===== src/rtl/irq_ctrl.sv =====
// Prioritised interrupt controller: latches device IRQs as pending, masks them, and hands one request at a time to the CPU.
// Optional round-robin priority: define IRQ_CTRL_ROTATE_PRIO_EN; otherwise the lowest index wins.
module irq_ctrl #(
    parameter int N_IRQ = 6
) (
    input  logic             clk,
    input  logic             clr,
    input  logic [1:0]       addr,
    input  logic             WE,
    input  logic [31:0]      Din,
    output logic [31:0]      Dout,
    input  logic [N_IRQ-1:0] irq_in,
    output logic             int_req,
    input  logic             int_ack,
    output logic [2:0]       int_id
);
    typedef enum logic [1:0] {IDLE, REQ, SERV} state_t;

    state_t           state;
    logic [1:0]       ctrl;
    logic [N_IRQ-1:0] mask, pend, irq_prev;
    logic [N_IRQ-1:0] w1c, ack_clr;
    logic [7:0]       cand8, id_onehot;
    logic [2:0]       start, pick_id;
    logic [3:0]       idx;
    logic             pick_vld;
    logic             en, edge_mode;
    logic             wr_ctrl, wr_mask, wr_pend, wr_stat, ack_fire;

    assign en        = ctrl[0];
    assign edge_mode = ctrl[1];
    assign wr_ctrl   = WE && (addr == 2'd0);
    assign wr_mask   = WE && (addr == 2'd1);
    assign wr_pend   = WE && (addr == 2'd2);
    assign wr_stat   = WE && (addr == 2'd3);
    assign ack_fire  = (state == REQ) && int_ack;

    // 8-bit views let a 3-bit int_id index safely for any legal N_IRQ
    assign cand8     = 8'(pend & mask);
    assign id_onehot = 8'b1 << int_id;
    assign w1c       = (wr_pend && edge_mode) ? Din[N_IRQ-1:0] : '0;
    assign ack_clr   = (ack_fire && edge_mode) ? id_onehot[N_IRQ-1:0] : '0;

`ifdef IRQ_CTRL_ROTATE_PRIO_EN
    logic [2:0] last_id;

    always_ff @(posedge clk) begin
        if (clr)
            last_id <= 3'(N_IRQ - 1);
        else if (state == SERV && wr_stat)
            last_id <= int_id;
    end

    assign start = (last_id == 3'(N_IRQ - 1)) ? 3'd0 : last_id + 3'd1;
`else
    assign start = 3'd0;
`endif

    // Walk offsets from far to near so the nearest candidate after start wins
    always_comb begin
        pick_vld = 1'b0;
        pick_id  = '0;
        idx      = '0;
        for (int k = N_IRQ - 1; k >= 0; k--) begin
            idx = {1'b0, start} + 4'(k);
            if (idx >= 4'(N_IRQ))
                idx = idx - 4'(N_IRQ);
            if (cand8[idx[2:0]]) begin
                pick_vld = 1'b1;
                pick_id  = idx[2:0];
            end
        end
    end

    always_ff @(posedge clk) begin
        if (clr) begin
            ctrl     <= '0;
            mask     <= '0;
            pend     <= '0;
            irq_prev <= '0;
        end else begin
            irq_prev <= irq_in;
            if (wr_ctrl) ctrl <= Din[1:0];
            if (wr_mask) mask <= Din[N_IRQ-1:0];
            // new edges are OR'd in last so they beat a same-cycle clear
            if (edge_mode)
                pend <= (pend & ~w1c & ~ack_clr) | (irq_in & ~irq_prev);
            else
                pend <= irq_in;
        end
    end

    always_ff @(posedge clk) begin
        if (clr) begin
            state   <= IDLE;
            int_req <= 1'b0;
            int_id  <= '0;
        end else begin
            case (state)
                IDLE: if (en && pick_vld) begin
                    int_id  <= pick_id;
                    int_req <= 1'b1;
                    state   <= REQ;
                end
                REQ: if (int_ack) begin
                    int_req <= 1'b0;
                    state   <= SERV;
                end else if (!en || !cand8[int_id]) begin
                    int_req <= 1'b0;
                    state   <= IDLE;
                end
                SERV: if (wr_stat) state <= IDLE;
                default: begin
                    int_req <= 1'b0;
                    state   <= IDLE;
                end
            endcase
        end
    end

    always_comb begin
        Dout = '0;
        case (addr)
            2'd0: Dout[1:0]       = ctrl;
            2'd1: Dout[N_IRQ-1:0] = mask;
            2'd2: Dout[N_IRQ-1:0] = pend;
            2'd3: if (state == SERV) Dout = {1'b1, 28'b0, int_id};
            default: Dout = '0;
        endcase
    end

    logic unused_bits;
    assign unused_bits = ^{Din, id_onehot};
endmodule


===== config.mk =====
export PLATFORM = sky130hd
export DESIGN_NAME = irq_ctrl
export DESIGN_NICKNAME = d
export VERILOG_FILES = /design/src/rtl/irq_ctrl.sv
export SDC_FILE = /design/constraint.sdc
export NUM_CORES = 1
export LEC_CHECK = 0
export ABC_AREA = 1
export CORE_MARGIN = 4
export CORE_UTILIZATION = 42
export CTS_CLUSTER_DIAMETER = 120
export CTS_CLUSTER_SIZE = 40
export DETAILED_ROUTE_END_ITERATION = 6
export PLACE_DENSITY = 0.95
export SLEW_MARGIN = 0
export SYNTH_ARGS = -nofsm -noshare
export SYNTH_HDL_FRONTEND = slang
export SYNTH_SLANG_ARGS = --single-unit

===== constraint.sdc =====
create_clock -name clk -period 1.6 [get_ports clk]
set_input_delay 0.32 -clock clk [delete_from_list [all_inputs] [get_ports clk]]
set_output_delay 0.32 -clock clk [all_outputs]
set_load 0.02 [all_outputs]

== Word-level counts from Yosys, hierarchy flattened ==
Index checks and enable logic that the tools add are counted.
Word-level totals
  register bits after elaboration: 26
  bits of input ports: 44
  output and inout port bits: 36
  logic and storage cells: 72
Cells by class
  $lt $le $gt $ge: 1
  equal/unequal tests: 8
  shifts and indexed selects: 1
  multiplexer cells: 30
  bitwise operators: 9
  reductions and logical operators: 16
Operator list (number)
  $mux 32: 1
  $mux 26: 1
  $and 6x6->6: 4
  $mux 3: 6
  $mux 6: 3
  $not 6->6: 3
  $pmux 4 s3: 1
  $mux 1: 10
  $logic_and 1x1->1: 8
  $mux 2: 4
  $pmux 2 s4: 1
  $eq 2x2->1 const B: 3
  $or 6x6->6: 1
  $pmux 2 s3: 1
  $reduce_and 3->1: 2
  $shl 1x3->6 const A: 1
  $eq 2x1->1 const B: 2
  $logic_not 2->1: 2
  $lt 3x4->1 const B: 1
  $ne 2x2->1 const B: 2
  $bmux 1 s3: 1
  $ne 3x2->1 const B: 1
  $pmux 1 s3: 1
  $logic_not 1->1: 2
  3 further kinds: 3

== Depth between registers and ports, before layout ==
Gate-level depths: netlist of the first run.
  depth after elaboration: 10
  mapped depth: 10
  depth with buffers taken out: 10

== Least setup slack after synthesis of the first run ==
No wires, ideal clock.
  path kind: flip-flop to output port
  start: reg state[1]
  end: out Dout[2]
  arrival: 1.032 ns
  setup slack: 0.248 ns
  stages on the path, launching flop included: 5
  path buffers: 0
  cells stage by stage: dfxtp_1 inv_2 nor2_2 nand3_1 o221ai_1
Between the ends
  cells in the longest elaborated chain, start to end: 3
Ends and longest elaborated chain
  start, declared: RTL line 19  | state_t state;
  start signal, assigned: RTL line 95  | state <= IDLE;
  start signal, assigned: RTL line 103  | state <= REQ;
  start signal, assigned: RTL line 107  | state <= SERV;
  $eq 2x2->1: RTL line 127  | 2'd3: if (state == SERV) Dout = {1'b1, 28'b0, int_id};
  $mux 32: RTL line 127
  $pmux 4 s3: RTL line 123  | case (addr)
  end, declared: RTL line 11  | output logic [31:0] Dout,
No other way between the ends.

== Worst setup path in the final report of the first run ==
  start: reg state[1]
  end: out Dout[0]
Between the ends
  cells in the longest elaborated chain, start to end: 3
Ends and longest elaborated chain (RTL line)
  $eq 2x2->1: 127
  $mux 32: 127
  $pmux 2 s4: 123
No other way between the ends.

==> results of run 1 <==
[cells by family after synthesis]
kind of cell | count (synthesis) | synth area share (%)
AOI/OAI and AO/OA | 39 | 14.2
buffers and inverters | 60 | 21.2
DFF | 26 | 34.3
other | 1 | 0.247
and+or+nand+nor | 98 | 30.1
[synthesized netlist by cell type (all sizes together)]
master | number | share of area (%)
nand2 | 64 | 17
conb | 1 | 0.25
buf | 28 | 13
o21ai | 19 | 6.3
a211oi | 2 | 0.99
nand3 | 6 | 3.1
o221ai | 1 | 0.58
inv | 31 | 7.7
nand4 | 6 | 2.5
a21oi | 15 | 5.2
clkbuf | 1 | 0.25
nor2 | 17 | 5.5
o2111ai | 2 | 1.2
nor3 | 5 | 2.4
dfxtp | 26 | 34
[area by class of cell]
| type | count | area, sq um | share of cell area, % |
|---|---|---|---|
| Sequential cell | 26 | 522 | 27.3 |
| Tap cell | 46 | 57.6 | 3.01 |
| Multi-Input combinational cell | 162 | 786 | 41.2 |
| Clock buffer | 3 | 22.5 | 1.18 |
| Inverter | 31 | 116 | 6.09 |
| Timing Repair Buffer | 48 | 405 | 21.2 |
[worst max path at each step]
stage,endpoint,slack (ps),depth (start not counted)
after floorplan,Dout[2],250,4
after global placement,Dout[1],-670,6
after detailed placement,Dout[1],-720,6
after CTS,Dout[0],-40,7
after global routing,Dout[1],-130,7
final,Dout[0],-50,7
[tightest hold or removal path, stage by stage, from the launching register on]
cell                      delay [ps]
sky130_fd_sc_hd__dfxtp_1         340
sky130_fd_sc_hd__nand2_2          70
sky130_fd_sc_hd__a21oi_2          40
[what timing repair did]
| item | CTS | global route |
|---|---|---|
| endpoints found under the setup margin | 11 | 4 |
| buffers inserted | 1 | 1 |
| resized for setup | 47 | 3 |
[per-stage QoR]
stage / setup slack (ps) / instances
after global placement: -668 / 311
after floorplan: 248 / 248
final: -53.8 / 316
after detailed placement: -719 / 311
after global routing: -134 / 316
after CTS: -39.9 / 315
[routing by layer]
metal | track usage (%) | routed length (microns)
met5 | 0 | 0
met2 | 28.9 | 1890
met1 | 19.6 | 1460
met3 | 3.78 | 372
met4 | 5.96 | 79
[registers in the layout, indices dropped and copies added (netlist names)]
signal and cells:
ctrl 2, irq_prev 6, int_id 3, mask 6, pend 6, int_req 1
state 2
[where the power goes]
group	total (W)	switching, W	leakage [nW]	internal (W)
registers	0.000697	0.0000186	0.214	0.000679
logic	0.000266	0.000170	0.666	0.0000969
clock network	0.000275	0.000186	0.0138	0.0000884
total	0.00124	0.000375	0.894	0.000864
==> results.txt, run 1 <==
The number of distinct standard cells referenced by the synthesized netlist came out at 26. The achievable frequency is 605 MHz. In this design, the critical path's most frequently occurring cell is sky130_fd_sc_hd__inv_2.

Data arrives at the worst endpoint at between 1000 and 1500 ps. The launch instance of the worst min-delay path is int_req. Entering global routing, the biggest net connects 16 pins.

The layout overhead on the synthesized area came out at 25.7%. The final reports fail on negative setup slack. The fraction of layout cells with a size suffix above 1 is about a fifth. The number of register bits inferred by synthesis is 26. The worst-case IR drop observed on VDD is 0.527 mV.

The average size of a mapped cell came out at ~6.8 sq um. In this run the worst hold path is classified as flop to flop. The total area inside the core boundary comes to around 3400 sq um. The worst hold path was traced through 2 stages. The signal on the critical path passes through inv_2, nor2_4, nand3_2, inv_2, nand2_1, o2111ai_1, buf_4. Setup repair after global routing could not meet its margin everywhere. The fill cell total of the finished layout is between 300 and 400. The clock skew after layout came out at 2.33 ps. Measured on the finished design, the core utilization comes to 55.9%. The mean routed wirelength per cell is roughly 12 microns. The CTS clock-pin slew for the worst setup and hold paths is 130 ps.

The clock drives 26 sinks. The count of mapped cells out of synthesis is approximately 220. In the routed layout, each cell is associated on average with a via count of 4.92. The HPWL after detailed placement is about 3000 microns. The number of port buffers came out at 28. The number of hold violations in the final report is 0. The total DRC errors in the routed layout came out at 0. For this run the aggregate overflow at the end of global routing stands at 0.

The floorplan step set the die width to slightly below 70 microns. The capture instance of the worst register-to-register path is pend[2]. The number of buffers inserted by hold repair at cts is 0.

The cell area power density is 649 nW/um^2. The number of violations of the max-capacitance limit came out at 0. For this design the static power due to leakage is 0.894 nW. The number of H-tree levels is 1. The height of the die came out at between 60 and 70 microns. The critical path buffer and inverter count came out at 3. CTS placed an instance of sky130_fd_sc_hd__clkbuf_4 at the clock tree root.

The number of global-route vias before repair came out at 1353. The internal reg-to-reg setup slack came out at 230 ps. The final period utilization came out at 103%. Tracing the worst setup path back leads to its startpoint at state[1].

The CTS tree is yes. The first-pass GRT wire length is slightly below 6000 microns. The total standard cell area after synthesis is 1520 sq um. The max-slew violation count was 0. The post-route total power came out at 0.00124 W. Grouping stages by cell kind, the critical path spends the most delay in flip-flops. The start-to-end type of the worst setup path is flop to output port. Setup slack on the critical path of the routed design comes to -53.8 ps. Counting the buffers created by CTS gives 3. The cell depth of the worst flop-to-flop path is 6. The detailed-router iteration count before antenna repair came out at 5.

The number of antenna violations at the first check in global routing is 0. The slowest stage of the critical path is the sky130_fd_sc_hd__dfxtp_2 cell. The count of antenna diodes in the layout came out at 0.

After synthesis, flip-flops and latches occupy 34.3% of the total area. In this run the critical register-to-register path is launched from state[0]. The iteration-0 DRC count of the detailed router came out at 152. The post-placement cell area is 1880 sq um. Of all nets on the critical path, the largest fanout is 3. The library cells used most frequently in the layout, excluding fill and tap cells, are sky130_fd_sc_hd__nand2_1 (59), sky130_fd_sc_hd__conb_1 (25), sky130_fd_sc_hd__dfxtp_1 (25).

For this block, the via count after detailed routing is 1554. Routability-driven placement finished with a final weighted congestion of 0.903. The final design area excluding fillers came out at 1910 sq um.

The setup total negative slack came out at -116 ps. After floorplanning, the core was divided into 21 placement rows. The net count of the finished layout is ~320.

Leaving out fill and tap cells, the most frequent cell in the layout is sky130_fd_sc_hd__nand2_1. The clock passes through at most 2 buffers. The run finished, with violations left.

The number of setup violations in the final report is 3. The area of the die came out at 4640 sq um. The post-route worst hold slack is 472 ps. At the later pin of the worst-skew pair, clock insertion delay measures 320 ps. The number of warning messages in the yosys log is 0. STA classifies the critical path startpoint as a flop. The remaining antenna violation count after routing is 0.

The biggest cell delay along the critical path came out at 360 ps. The total detailed-routing wirelength came out at 3800 microns. The starting density of the core is between 40% and 50%. The global routing usage summed across all routing layers is about 17%. For hold timing, the worst endpoint is int_req. The minimum clock period came out at 1650 ps. Pin placement for this block handled 80 I/O pins.

The data required time at the worst endpoint came out at between 1000 and 1500 ps. The nature of the critical path endpoint is an output port.
Power figures use the tool's default switching activity.
==> run 2: changes to the inputs <==
- CORE_MARGIN: 4 -> 2
==> run 2 against run 1 <==
Compared with the run above:
- the run still ends with negative setup slack left
- non-clock buffer count grew 2
- clock power up 73%
- sequential power is essentially flat
- clock skew rose by 4.1 ps
- clock-buffer cell count unchanged
- setup slack got worse by 18 ps
- via count decreased by 1.9%
- core utilization is 1.6 points higher
- combinational power is 2% higher
- register-to-register slack got worse by 20 ps
- total power rose by 17%
- critical endpoint unchanged
==> results.txt, run 2 (same netlist as run 1, synthesis figures left out) <==
The number of hold violations in the final report is 0 (unchanged). The height of the die came out at 64.1 microns (-5.9%). The HPWL after detailed placement is 2960 microns (-1.0%). The number of antenna violations at the first check in global routing came out at 0 (unchanged). The tree is rooted in a sky130_fd_sc_hd__clkbuf_4. The worst setup path is captured at an output port.

The remaining antenna violation count after routing came out at 0 (unchanged). The first-pass GRT wire length is 6130 microns (+5.3%). The clock net sink count is 26 (unchanged).

Leaving out fill and tap cells, the most frequent cells in the layout are sky130_fd_sc_hd__nand2_1 (59), sky130_fd_sc_hd__conb_1 (25), sky130_fd_sc_hd__dfxtp_1 (25). The post-placement cell area came out at 1890 sq um (+0.80%). The iteration-0 DRC count of the detailed router came out at 151 (-0.66%).

The global placement routability congestion came out at 0.874 (-3.2%). The tightest min-delay check is of the flop to flop type. The total overflow reported by the global router is 0 (unchanged). The number of port buffers came out at 28 (unchanged). The kind of start point of the critical path is a flop. The most frequent cell on the critical path is sky130_fd_sc_hd__inv_2. The area inside the core boundary was 3420 sq um (unchanged).

The clock latency reported for the late side of the worst-skew pair came out at 340 ps (+20 ps). The net count of the finished layout came out at 318 (+0.63%). The number of H-tree levels is 1 (unchanged). The detailed-router iteration count before antenna repair came out at 4 (-1). The library cell used most frequently in the layout, excluding fill and tap cells, is sky130_fd_sc_hd__nand2_1.

The number of global-route vias before repair is 1291 (-4.6%). The data required time at the worst endpoint is 1280 ps (about the same). The cell row count came out at 21 (unchanged). The fill cell total of the finished layout came out at 316 (+1.6%). The standby leakage power came out at 0.921 nW (+3.0%). The largest fanout of any net on the critical path came to 3 (unchanged). The count of antenna diodes in the layout is 0 (unchanged). Compared with the post-synthesis result, the final layout area differs by 29.3%. The maximum number of pins on one net before global-route repair is 16 (unchanged). The total detailed-routing wirelength is 3800 microns (-0.24%).

The total DRC errors in the routed layout is 0 (unchanged). The final design area excluding fillers is 1960 sq um (+2.9%). The max-slew violation count is 0 (unchanged). The slack of the critical path came out at -71.8 ps (-18.0 ps). The largest registers in the layout are irq_prev: 6 flops, mask: 6 flops, pend: 6 flops. The mean routed wirelength per cell came out at 11.9 microns (-1.2%). The maximum count of clock buffers along a single path was 2 (unchanged).

The peak ir drop on the vdd network was 0.380 mV (-28%). The pre-CTS setup slack came out at -756 ps (-37.8 ps). The data arrival time of the critical path is 1350 ps (+20 ps). The number of top-level design ports came out at 80 (unchanged). The via density per instance came out at 4.78 (-2.8%). Traced cell by cell, the critical path runs through inv_2, nor2_4, nand3_2, inv_2, nand2_1, o2111ai_2, buf_4. The final core area utilization came out at 57.5% (+1.6 points). The final instance count without filler cells came out at 319 (+0.95%).

The global routing usage summed across all routing layers is 18.8% (+2.3 points). The CTS tree is yes. The starting density of the core came out at 44.5% (unchanged).

The minimum clock period came out at 1670 ps (+18.0 ps). The cell area power density is 734 nW/um^2 (+13%). Setup repair after global routing could not meet its margin everywhere. The footprint of the flip-flops and latches came out at 522 sq um (unchanged). The final reports fail on negative setup slack. The area of the die is 4110 sq um (-11%). The width of the die came out at 64.1 microns (-5.9%). The fraction of layout cells with a size suffix above 1 is 22.0% (+1.2 points). The number of setup violations in the final report was 4 (+1). The biggest cell delay along the critical path is 370 ps (about the same).

The count of placed standard cells including taps came out at 313 (+0.64%). The overall via count from detail_route was 1525 (-1.9%). The run finished, with violations left. The TritonCTS buffer count is 3 (unchanged). The critical path buffer and inverter count is 3 (unchanged). The CTS clock-pin slew for the worst setup and hold paths is 160 ps (+30 ps). Among all stages on the critical path, the largest delay is contributed by sky130_fd_sc_hd__dfxtp_2. The achievable frequency came out at 598 MHz (-1.1%).

The clock skew after layout came out at 6.45 ps (+4.12 ps). By startpoint and endpoint, the worst setup path is classified as flop to output port. The final period utilization came out at 104% (+1.1 points). The area taken by multi-input logic gates is 792 sq um (+0.80%). The cell type group with the largest total delay on the critical path is flip-flops.

The number of violations of the max-capacitance limit is 0 (unchanged).
run 2: changes by cell type in the layout (fill, tap and decap cells not counted), sizes merged:
cell,delta
bufinv,+1
buf,+2
run 2: per-layer routing:
| layer | vias up | GRT usage (%) | wire length (microns) | share of wire [%] |
|---|---|---|---|---|
| li1 | 761 | - | - | - |
| met1 | 676 | 24.5 | 1500 | 39 |
| met2 | 79 | 32.6 | 1920 | 51 |
| met3 | 9 | 3.35 | 312 | 8.2 |
| met4 | 0 | 3.72 | 63 | 1.7 |
| met5 | - | 0 | 0 | 0 |
run 2: final cells by class:
cell class	instances	share of cell area (%)
Clock inverter	1	1.53
Clock buffer	3	1.15
Tap cell	46	2.93
Multi-Input combinational cell	162	40.3
Timing Repair Buffer	50	21.6
Sequential cell	26	26.6
Inverter	31	5.92
run 2: tightest hold or removal path: cells and delay by family, from the launching register on:
kind            cells  cell delay, ps
simple gates        1              70
compound gates      1              40
flops               1             350
run 2: power by group:
part           switching [W]  internal, W
Combinational       0.000172    0.0000985
Clock               0.000221     0.000254
Sequential         0.0000184     0.000679
Total               0.000412      0.00103
run 2: final timing paths:
kind,depth (start not counted),from,slack [ps],end
setup / recovery,7,state[1],-70,Dout[0]
hold / removal,2,int_req,480,int_req
setup reg to reg,8,state[1],210,pend[3]
hold reg to reg,2,int_req,480,int_req
run 2: what timing repair did:
action / in CTS / in global routing
setup endpoints to repair: 11 / 4
gates resized for setup: 47 / 5
setup buffers: 0 / 2
hold buffers: 0 / 0
gates cloned: 0 / 0
run 2: per-stage QoR:
step / TNS [ps] / hold WS, ps / total power [W]
6_report: -179 / 480 / 0.00144
5_1_grt: -386 / 485 / 0.00149
4_1_cts: -77.0 / 479 / 0.00143
3_5_place_dp: -5760 / 458 / 0.000978
3_3_place_gp: -4840 / 454 / 0.000969
2_1_floorplan: 0 / 403 / 0.000908
==> variant 1: new RTL, config.mk and constraints of run 1 <==
Encoding of `state_t`: now one-hot (3 bits for 3 states).
--- a/src/rtl/irq_ctrl.sv
+++ b/src/rtl/irq_ctrl.sv
@@ -14,7 +14,7 @@
     input  logic             int_ack,
     output logic [2:0]       int_id
 );
-    typedef enum logic [1:0] {IDLE, REQ, SERV} state_t;
+    typedef enum logic [2:0] {IDLE = 3'b001, REQ = 3'b010, SERV = 3'b100} state_t;
 
     state_t           state;
     logic [1:0]       ctrl;
Function: no difference found for any inputs over 4 cycles, from zero or initial values; so few cycles prove little.
==> variant 1 against run 1 <==
Design area up 5.8%. Synthesized cell count up 7.6%. Critical path depth is 2 lower. Sequential cell count is 1 higher. Clock power rose by 44%. Area after synthesis up 5.7%. Die area increased by 5.0%. Routed wire length rose by 7.7%. Largest power group unchanged. Power grew 11%. Count of clock-buffer cells in the layout unchanged. Setup slack got worse by 0.10 ns. The flow still finishes with violations (setup timing).
==> variant 1: results (changes against run 1) <==
<table>
<tr><th>Metric</th><th>Value</th></tr>
<tr><th colspan="2">Global route</th></tr>
<tr><td>Overall Global Routing Usage</td><td>0.167 (+0.00195)</td></tr>
<tr><td>First-pass GRT wire length</td><td>6660 µm (+14%)</td></tr>
<tr><th colspan="2">Yosys</th></tr>
<tr><td>Number of instances in the synthesized netlist</td><td>241 (+7.6%)</td></tr>
<tr><td>Post-synthesis cell type count</td><td>29 (+12%)</td></tr>
<tr><td>Portion of the post-synthesis area used by sequential elements</td><td>0.337 (-0.00596)</td></tr>
<tr><th colspan="2">Run status</th></tr>
<tr><td>Violations in the final reports</td><td>setup timing</td></tr>
<tr><td>Outcome</td><td>complete, but fails checks</td></tr>
<tr><th colspan="2">Finish</th></tr>
<tr><td>Non-clk bufs</td><td>46 (-4.2%)</td></tr>
<tr><td>Fraction of layout cells with a size suffix above 1</td><td>0.215 (+0.00738)</td></tr>
<tr><td>Non-clock inverters</td><td>37 (+19%)</td></tr>
<tr><td>Multi-input gates</td><td>170 (+4.9%)</td></tr>
<tr><th colspan="2">Worst setup path</th></tr>
<tr><td>Critical path's top delay family</td><td>simple AND/OR/NAND/NOR gates</td></tr>
<tr><td>Worst r2r dst</td><td>int_req$_SDFFE_PP0P_</td></tr>
<tr><td>Signal arrival time at the worst endpoint</td><td>1.44 ns (+0.11 ns)</td></tr>
<tr><th colspan="2">STA</th></tr>
<tr><td>Worst setup skew after layout</td><td>0.00149 ns (-0.000838 ns)</td></tr>
<tr><td>Final setup margin</td><td>-0.156 ns (-0.102 ns)</td></tr>
<tr><td>Total of endpoints with negative setup slack in the final report</td><td>3 (unchanged)</td></tr>
<tr><td>Minimum hold slack</td><td>0.481 ns (+0.00883 ns)</td></tr>
<tr><th colspan="2">Place</th></tr>
<tr><td>Sum of net half-perimeters after detailed placement</td><td>3040 µm (+1.6%)</td></tr>
<tr><td>GPL Wtd Cong</td><td>1.01 (+11%)</td></tr>
<tr><th colspan="2">Drt</th></tr>
<tr><td>Final routed wire length divided by cell count</td><td>12.3 µm (+2.5%)</td></tr>
<tr><td>1st-pass router iterations</td><td>4 (-1)</td></tr>
<tr><td>Starting DRT DRC Count</td><td>108 (-29%)</td></tr>
<tr><th colspan="2">Clock tree</th></tr>
<tr><td>Clock slew at reported path FFs</td><td>0.09 ns (-0.04 ns)</td></tr>
<tr><td>Clock latency of the later-clocked register in the worst-skew pair</td><td>0.28 ns (-0.04 ns)</td></tr>
</table>
## variant 1: layer usage
metal | up-vias | routed length, µm | GRT usage | share of wire
met5 | - | 0 | 0 | 0
met4 | 0 | 87 | 0.100 | 0.021
met3 | 7 | 260 | 0.0304 | 0.063
met2 | 63 | 2120 | 0.285 | 0.52
met1 | 712 | 1630 | 0.192 | 0.40
li1 | 792 | - | - | -
## variant 1: worst max path at each step
| stage | slack [ns] | cells past startpoint | end | startpoint |
|---|---|---|---|---|
| 5_1_grt | -0.18 | 5 | Dout[2] | state[1]$_SDFFE_PP0P_ |
| 6_report | -0.16 | 5 | Dout[1] | state[1]$_SDFFE_PP0P_ |
| 3_3_place_gp | -0.82 | 6 | Dout[0] | addr[0] |
| 2_1_floorplan | 0.09 | 4 | Dout[0] | state[2]$_SDFFE_PP0P_ |
| 4_1_cts | -0.14 | 5 | Dout[0] | state[0]$_SDFFE_PP1P_ |
| 3_5_place_dp | -0.86 | 6 | Dout[0] | addr[0] |
## variant 1: repair_timing
| action | CTS | global route |
|---|---|---|
| gates cloned | 0 | 0 |
| gates resized for setup | 56 | 5 |
| setup buffers | 3 | 1 |
| endpoints found under the setup margin | 10 | 7 |
| pin swaps | 1 | 1 |
## variant 1: stage by stage
| step | setup WS [ns] | power [W] |
|---|---|---|
| after floorplan | 0.0899 | 0.000929 |
| after global placement | -0.820 | 0.000983 |
| after detailed placement | -0.859 | 0.000991 |
| after CTS | -0.139 | 0.00138 |
| after global routing | -0.183 | 0.00144 |
| final | -0.156 | 0.00138 |
## variant 1: logic make-up (layout without fill, tap and decap cells)
family,after synthesis,after routing,share of synthesized area
compound gates,37,37,0.125
simple gates,108,108,0.316
buf+inv,68,87,0.220
flops,27,27,0.337
other cells,1,25,0.00234
==> variant 2: new RTL, flow settings as in run 1 <==
Made on the original files. Build with the macro `IRQ_CTRL_ROTATE_PRIO_EN` defined.
--- a/src/rtl/irq_ctrl.sv
+++ b/src/rtl/irq_ctrl.sv
@@ -1,5 +1,7 @@
 // Prioritised interrupt controller: latches device IRQs as pending, masks them, and hands one request at a time to the CPU.
 // Optional round-robin priority: define IRQ_CTRL_ROTATE_PRIO_EN; otherwise the lowest index wins.
+`define IRQ_CTRL_ROTATE_PRIO_EN
+
 module irq_ctrl #(
     parameter int N_IRQ = 6
 ) (
Check against the original RTL: not equivalent (a bounded check fails within 4 cycles, from zero or initial values).
==> variant 2 against run 1 <==
The flow still finishes with violations (setup timing). Highest routed layer unchanged. Combinational power rose by 37%. Routed wire length increased by 140%. Setup slack lost 0.67 ns. Via count up 100%. Critical path depth up 9. Sequential cell count up 3. Power rose by 45%. Clock power increased by 150%. Area after synthesis is 56% higher. Design area is 92% higher. Clock skew grew 0.0021 ns.
==> variant 2: results (changes against run 1) <==
<table>
<tr><th>Metric</th><th>Value</th></tr>
<tr><th colspan="2">Run status</th></tr>
<tr><td>Outcome</td><td>complete, but fails checks</td></tr>
<tr><td>Violations in the final reports</td><td>setup timing</td></tr>
<tr><th colspan="2">Place</th></tr>
<tr><td>Worst slack at placement</td><td>-0.753 ns (-0.0340 ns)</td></tr>
<tr><td>Placement Cell Area</td><td>3150 µm² (+68%)</td></tr>
<tr><td>GPL Wtd Cong</td><td>0.933 (+3.3%)</td></tr>
<tr><td>Sum of net half-perimeters after detailed placement</td><td>5590 µm (+87%)</td></tr>
<tr><td>Total instance count after detailed placement</td><td>533 (+71%)</td></tr>
<tr><th colspan="2">Power</th></tr>
<tr><td>Sequential group share of total power</td><td>0.423 (-0.140)</td></tr>
<tr><td>Static Leak</td><td>1.81 nW (+100%)</td></tr>
<tr><th colspan="2">Clock tree</th></tr>
<tr><td>Clock latency of the later-clocked register in the worst-skew pair</td><td>0.30 ns (-0.02 ns)</td></tr>
<tr><td>Number of CTS-inserted buffers</td><td>5 (+2)</td></tr>
<tr><th colspan="2">STA</th></tr>
<tr><td>Total of endpoints with negative setup slack in the final report</td><td>8 (+5)</td></tr>
<tr><td>Worst setup skew after layout</td><td>0.00443 ns (+0.00210 ns)</td></tr>
<tr><td>Final setup margin</td><td>-0.723 ns (-0.669 ns)</td></tr>
<tr><td>Minimum hold slack</td><td>0.483 ns (+0.0112 ns)</td></tr>
<tr><th colspan="2">Yosys</th></tr>
<tr><td>Leading cell types by count after synthesis</td><td>sky130_fd_sc_hd__nand2_1, sky130_fd_sc_hd__inv_1, sky130_fd_sc_hd__nor2_1</td></tr>
<tr><td>Portion of the post-synthesis area used by sequential elements</td><td>0.246 (-0.0972)</td></tr>
<tr><th colspan="2">Worst setup path</th></tr>
<tr><td>Depth of the most critical reg-to-reg path</td><td>16 (+10)</td></tr>
<tr><td>Maximum net fanout on the critical path</td><td>6 (+3)</td></tr>
<tr><td>Worst r2r dst</td><td>int_req$_SDFFE_PP0P_</td></tr>
<tr><th colspan="2">Finish</th></tr>
<tr><td>Filler cell count</td><td>373 (+20%)</td></tr>
<tr><th colspan="2">Worst hold path</th></tr>
<tr><td>Startpoint of the lowest-slack hold path</td><td>irq_prev[5]$_SDFF_PP0_</td></tr>
<tr><td>Hold Path Cell Cnt</td><td>3 (+1)</td></tr>
<tr><th colspan="2">Global route</th></tr>
<tr><td>Overall Global Routing Usage</td><td>0.233 (+0.0680)</td></tr>
<tr><td>Via count of the first global-routing pass</td><td>2891 (+110%)</td></tr>
<tr><th colspan="2">Drt</th></tr>
<tr><td>Starting DRT DRC Count</td><td>434 (+190%)</td></tr>
<tr><td>1st-pass router iterations</td><td>6 (+1)</td></tr>
<tr><td>Via-to-Cell Ratio</td><td>5.51 (+12%)</td></tr>
<tr><td>Number of vias in the routed layout</td><td>3115 (+100%)</td></tr>
<tr><td>Wirelength, routed</td><td>9250 µm (+140%)</td></tr>
</table>
-- variant 2: cell count changes in the layout (fill, tap and decap cells not counted), sizes merged, moves of 4 or more --
cell | run 1 | this run
buf | 27 | 90
nand2 | 64 | 123
nand3 | 6 | 33
nor2 | 17 | 37
inv | 31 | 50
o211ai | 0 | 9
a21oi | 15 | 21
o31ai | 0 | 6
ha | 0 | 4
-- variant 2: routing by layer --
layer / GRT usage / vias up / wire length [µm]
li1: - / 1406 / -
met1: 0.255 / 1437 / 3270
met2: 0.427 / 215 / 4670
met3: 0.0446 / 57 / 747
met4: 0.113 / 0 / 556
met5: 0 / - / 0
-- variant 2: worst max-delay path by stage --
stage | startpoint | to | slack (ns)
floorplan | last_id[0]$_SDFFE_PP1P_ | int_id[2]$_SDFFE_PP0P_ | -0.48
global placement | addr[1] | Dout[2] | -0.71
detailed placement | addr[0] | Dout[3] | -0.75
CTS | last_id[0]$_SDFFE_PP1P_ | int_req$_SDFFE_PP0P_ | -0.56
global route | last_id[0]$_SDFFE_PP1P_ | int_req$_SDFFE_PP0P_ | -0.85
finish | last_id[0]$_SDFFE_PP1P_ | int_req$_SDFFE_PP0P_ | -0.72
-- variant 2: kinds of logic (layout without fill, tap and decap cells) --
group / after synthesis / count (layout)
and+or+nand+nor: 203 / 203
buffers and inverters: 83 / 169
AOI/OAI and AO/OA: 63 / 63
DFF: 29 / 29
adders and majority gates: 4 / 4
other: 1 / 25
-- variant 2: timing repair --
action,in CTS,in global routing
setup buffers,13,11
setup endpoints to repair,15,13
pin swaps,15,11
resized for setup,78,47
-- variant 2: layout make-up --
| type | count | share of cell area |
|---|---|---|
| sequential | 29 | 0.162 |
| tap | 72 | 0.0245 |
| clock buffer | 6 | 0.0225 |
| clock inverter | 2 | 0.00375 |
| multi-input combinational | 295 | 0.477 |
| inverter | 51 | 0.0610 |
| timing repair buffer | 110 | 0.250 |
-- variant 2: worst max-delay path, stage by stage (launching register included) --
cell and delay, ns:
sky130_fd_sc_hd__dfxtp_4 0.38, sky130_fd_sc_hd__buf_4 0.16, sky130_fd_sc_hd__nand2_4 0.07, sky130_fd_sc_hd__nand2_4 0.05, sky130_fd_sc_hd__ha_4 0.33, sky130_fd_sc_hd__nand2_1 0.14
sky130_fd_sc_hd__nand3b_1 0.16, sky130_fd_sc_hd__nand2_1 0.08, sky130_fd_sc_hd__nand2_2 0.10, sky130_fd_sc_hd__nand3_4 0.10, sky130_fd_sc_hd__nor2_4 0.19, sky130_fd_sc_hd__nand2_4 0.09
sky130_fd_sc_hd__nand2_1 0.07, sky130_fd_sc_hd__nand2_1 0.05, sky130_fd_sc_hd__nand3_1 0.09, sky130_fd_sc_hd__nand2_1 0.05, sky130_fd_sc_hd__a21oi_1 0.14
